<file path="config.mk">
export PLATFORM = sky130hd
export DESIGN_NAME = fetch_ctrl
export DESIGN_NICKNAME = d
export VERILOG_FILES = /design/src/rtl/fetch_ctrl.sv
export SDC_FILE = /design/constraint.sdc
export NUM_CORES = 1
export LEC_CHECK = 0
export ABC_AREA = 1
export ABC_CLOCK_PERIOD_IN_PS = 1300
export BUFFER_PORTS_ARGS = -buffer_cell sky130_fd_sc_hd__buf_4
export CORE_MARGIN = 4
export CORE_UTILIZATION = 35
export CTS_BUF_LIST = sky130_fd_sc_hd__clkbuf_2
export CTS_CLUSTER_DIAMETER = 60
export DETAILED_ROUTE_END_ITERATION = 10
export GPL_ROUTABILITY_DRIVEN = 0
export PLACE_DENSITY = 0.65
export SETUP_SLACK_MARGIN = 0.3
export SYNTH_ARGS = -nofsm -noshare
export SYNTH_HDL_FRONTEND = slang
export SYNTH_SLANG_ARGS = --single-unit
</file>
<file path="constraint.sdc">
create_clock -name clk -period 1.3 [get_ports clk]
set_input_delay 0.195 -clock clk [delete_from_list [all_inputs] [get_ports clk]]
set_output_delay 0.195 -clock clk [all_outputs]
set_load 0.03 [all_outputs]
</file>
<file path="src/rtl/fetch_ctrl.sv">
// Instruction fetch controller: PC-driven memory read, instruction hand-off, branch redirect.
// Optional memory-timeout watchdog enabled by defining FETCH_TIMEOUT_EN.
module fetch_ctrl #(
    parameter int ADDR_WIDTH     = 12,
    parameter int DATA_WIDTH     = 16,
    parameter int TIMEOUT_CYCLES = 15
) (
    input  logic                  clk,
    input  logic                  reset,
    input  logic                  run,
    input  logic [ADDR_WIDTH-1:0] pc_in,
    output logic                  pc_inc,
    output logic                  pc_write,
    output logic [ADDR_WIDTH-1:0] pc_bus,
    input  logic                  br_valid,
    input  logic [ADDR_WIDTH-1:0] br_target,
    output logic                  mem_req,
    output logic [ADDR_WIDTH-1:0] mem_addr,
    input  logic                  mem_ack,
    input  logic [DATA_WIDTH-1:0] mem_rdata,
    output logic                  ir_valid,
    input  logic                  ir_ready,
    output logic [DATA_WIDTH-1:0] ir_data,
    output logic                  fetch_err
);

    typedef enum logic [2:0] {IDLE, ADDR, WAIT, HOLD, FLUSH} state_t;

    state_t state;
    logic   locked;
    logic   wait_expired;

    if (TIMEOUT_CYCLES < 1) begin : g_bad_timeout
        $error("fetch_ctrl: TIMEOUT_CYCLES must be at least 1");
    end

`ifdef FETCH_TIMEOUT_EN
    localparam int CW = $clog2(TIMEOUT_CYCLES + 1);

    logic [CW-1:0] wait_cnt;
    logic          err_q;

    // the limit cycle is the TIMEOUT_CYCLES-th WAIT cycle; an ack in it still wins
    assign wait_expired = (wait_cnt == CW'(TIMEOUT_CYCLES - 1));
    assign locked       = err_q;
    assign fetch_err    = err_q;

    always_ff @(posedge clk) begin
        if (reset) begin
            wait_cnt <= '0;
            err_q    <= 1'b0;
        end else if (state == ADDR) begin
            wait_cnt <= '0;
        end else if (state == WAIT && !br_valid && !mem_ack && !err_q) begin
            if (wait_expired)
                err_q <= 1'b1;
            else
                wait_cnt <= wait_cnt + 1'b1;
        end
    end
`else
    assign wait_expired = 1'b0;
    assign locked       = 1'b0;
    assign fetch_err    = 1'b0;
`endif

    always_ff @(posedge clk) begin
        if (reset) begin
            state    <= IDLE;
            pc_inc   <= 1'b0;
            pc_write <= 1'b0;
            pc_bus   <= '0;
            mem_req  <= 1'b0;
            mem_addr <= '0;
            ir_valid <= 1'b0;
            ir_data  <= '0;
        end else begin
            pc_inc   <= 1'b0;
            pc_write <= 1'b0;
            if (locked) begin
                state   <= IDLE;
                mem_req <= 1'b0;
            end else if (br_valid) begin
                // redirect beats a coincident ack: data and pc_inc are dropped
                pc_write <= 1'b1;
                pc_bus   <= br_target;
                mem_req  <= 1'b0;
                ir_valid <= 1'b0;
                state    <= FLUSH;
            end else begin
                case (state)
                    IDLE: if (run) state <= ADDR;
                    ADDR: begin
                        mem_addr <= pc_in;
                        mem_req  <= 1'b1;
                        state    <= WAIT;
                    end
                    WAIT: begin
                        if (mem_ack) begin
                            ir_data  <= mem_rdata;
                            ir_valid <= 1'b1;
                            pc_inc   <= 1'b1;
                            mem_req  <= 1'b0;
                            state    <= HOLD;
                        end else if (wait_expired) begin
                            mem_req <= 1'b0;
                            state   <= IDLE;
                        end
                    end
                    HOLD: begin
                        if (ir_ready) begin
                            ir_valid <= 1'b0;
                            state    <= run ? ADDR : IDLE;
                        end
                    end
                    FLUSH:   state <= run ? ADDR : IDLE;
                    default: state <= IDLE;
                endcase
            end
        end
    end

endmodule

</file>
==> out/qor.yml <==
clock_network:
  cts_tree: "yes"
  clock_path_buffers: 2
  cts.sinks: 47
  clk_latency_ns: 0.39
  tritoncts.num_buffers: 5
  cts-root-buf: "clkbuf_2"
  clkSlewWorstSetupHoldPaths_ns: 0.24
  htreeDepth: 2
sta:
  max_clock_freq_ghz: 0.806
  maxSlewHeadroom_pct: 44.1
  skew_ns: 0.0110
  setup_violations: 0
  rsz0062_at_grt: "yes"
  worst_slack_ns: 0.0597
  drv_slew: 0
  period_needed_ns: 1.24
  fin_crit_sh_pct: 95.4
  worst_pin_slew_ns: 0.835
  hold_violations: 0
synthesis:
  yosys_warnings: 0
  syn_nets: 240
  synthTopCellsByCount: "dfxtp_1, nor2_1, o21ai_0"
  synth_most_common_cell: "dfxtp_1"
  synth_flop_cell: "dfxtp_1"
  synth_area_leaders: "dfxtp_1, nor2_1, o21ai_0"
  synth_compound_area_share_pct: 19.1
  synth-seq-area-share_pct: 56.2
  synth_top_area_share_pct: 56.2
  synth_cell_type_count: 19
  ys_seq_elements: 47
  synth_top_family_by_area: "compound AO/OA/AOI/OAI gates"
  yosys.area_share.simple_pct: 16.1
  synthAdderAreaFrac_pct: 0
  synthArstFlopShare_pct: 0
  muxShareOfSynthArea_pct: 0
  post_synth_xor_area_fraction_pct: 0
  syn_area_um2: 1670
  synth_edf_count: 0
  netlist.top_cell.by_area: "dfxtp_1"
  synthCells: 194
  avgSynthCellArea_um2: 8.62
run_status:
  status: "completed"
critical_path:
  rr_startpoint: "state[0]"
  cp-startpoint: "state[0]"
  critPathKind: "flip-flop to flip-flop"
  r2r_cells: 8
  critPathRequiredTime_ns: 1.61
  worstReg2RegEnd: "ir_data[5]"
  cp.arrival_ns: 1.55
  critical_path.max_fanout: 8
  worst_setup_path_start_kind: "flip-flop"
  rrSetupSlack_ns: 0.06
  endpoint_kind: "flip-flop"
die:
  die_x_um: 77.1
  io-pin-count: 91
  core_um2: 4470
  start_util_pct: 37.4
  num_rows: 24
  die_y_um: 77.1
  die_area_um2: 5950
detailed_routing:
  drtIter0Drc: 70
  drtAntennaViolNets: 0
  vias: 1763
  dr.pass1.iters: 4
  wl_per_cell_um: 12.9
  route.detailed.drc: 0
  viasPerCell: 4.63
  wl_um: 4930
min_path:
  hold-path-cell-count: 3
  hp-start: "pc_in[9]"
  hp-class: "input pin to flip-flop"
  hold_path_end: "mem_addr[9]"
power_and_ir_drop:
  p_clk_share_pct: 22.2
  swShare_pct: 27.6
  p_leak_nw: 1.43
  vdd_drop_max_v: 0.000576
  power.share.sequential_pct: 57.6
  p_sw_w: 0.000738
  internal-power_w: 0.00193
  powerDensity_nw_per_um2: 841
  combPwrFrac_pct: 20.2
global_routing:
  grt_max_degree: 29
  antenna_found_initial: 0
  grt_pass1_vias: 1713
  grt_use_total_pct: 16.2
  grt_pass1_wl_um: 7940
  overflow: 0
placement:
  dpl.hpwl_um: 3010
  io_buffer_count: 89
  place_area_um2: 2390
  dp_worst_setup_slack_ns: -0.0321
finish:
  antennaDiodeCount: 0
  syn2layout_area_growth_pct: 89.8
  nets: 374
  drive_gt1_share_pct: 55.9
  finalInstanceArea_um2: 3170
  nFillCells: 359
  multi_input_area_um2: 667
  regArea_um2: 1010
job:
  maxCapViolCount: 0
through the flow:
step / instances / power [W] / setup TNS, ns / hold slack, ns / utilization, %
2_1_floorplan: 194 / 0.00175 / 0 / 0.260 / -
3_3_place_gp: 330 / 0.00196 / -0.202 / 0.388 / 53.5
3_5_place_dp: 330 / 0.00196 / -0.335 / 0.387 / 53.5
4_1_cts: 375 / 0.00268 / 0 / 0.00801 / 67.7
5_1_grt: 381 / 0.00280 / -0.000152 / 0.0212 / 70.9
6_report: 381 / 0.00267 / 0 / 0.0383 / 70.9
layer usage:
metal,part of all wire (%),global-route usage (%),up-vias
met5,0,0,-
met4,1.3,5.16,0
met3,7.5,4.92,8
met2,48,26.4,67
met1,43,20.3,788
li1,-,-,900
power by group through the flow:
stage               registers (W)  clock network [W]  logic, W
global placement          0.00155                  0  0.000403
floorplan                 0.00164                  0  0.000113
CTS                       0.00154           0.000623  0.000518
finish                    0.00154           0.000593  0.000540
global route              0.00155           0.000679  0.000580
detailed placement        0.00155                  0  0.000406
cell usage in the layout, fill, tap and decap left out:
cell,count
clkbuf_2,6
nand4_1,2
clkinv_2,1
nor2_4,6
nand3_2,2
buf_8,3
nand2_2,1
and2_1,1
conb_1,1
buf_12,2
nor2_2,5
dfxtp_1,1
o21ai_2,3
a21oi_1,12
nand3_4,1
dlygate4sd3_1,29
clkinvlp_4,1
buf_6,44
inv_1,18
inv_2,2
nand3_1,1
a22o_1,12
a21oi_2,2
nand2_1,9
o21ai_1,17
dfxtp_2,43
o21ai_0,9
inv_6,1
nor2_1,33
dfxtp_4,3
inv_8,1
buf_4,57
critical path: stages, from the launching register on:
cell and delay (ns):
dfxtp_4 0.41, nor2_4 0.14, nand3_4 0.10, nor2_4 0.11
buf_12 0.14, buf_8 0.11, inv_8 0.05, nor2_4 0.07
nor2_1 0.04
final cells by class:
class                   count  area share [%]
clock buffers               6           0.946
clock inverters             2           0.394
inverters                  21            2.64
multi-input cells         117            21.0
flip-flops and latches     47            31.7
well taps                  52            2.05
repair buffers            135            40.9
repair inverters            1           0.355
logic make-up after synthesis:
group                  after synthesis
buffers and inverters               30
flip-flops                          47
other                                1
AND/OR/NAND/NOR                     61
AO/OA/AOI/OAI                       55
registers in the layout, indices dropped and copies added (netlist names):
register and count:
mem_addr 12, ir_valid 1, ir_data 16, state 3, mem_req 1, pc_inc 1, pc_bus 12, pc_write 1
repair_timing:
item | in CTS | in global routing
pin swaps | 3 | 13
gates cloned | 2 | 0
hold buffers | 29 | 0
hold endpoints to repair | 30 | 0
endpoints found under the setup margin | 74 | 76
buffers inserted | 6 | 6
resized for setup | 92 | 40
worst max path at each step:
stage | to | slack [ns] | cells after the start
2_1_floorplan | ir_data[10] | 0.13 | 7
3_3_place_gp | pc_bus[1] | -0.02 | 4
3_5_place_dp | pc_bus[11] | -0.03 | 4
4_1_cts | ir_data[8] | 0.09 | 7
5_1_grt | ir_data[8] | -0.0002 | 7
6_report | ir_data[5] | 0.06 | 8
(Power assumes the default switching activity.)
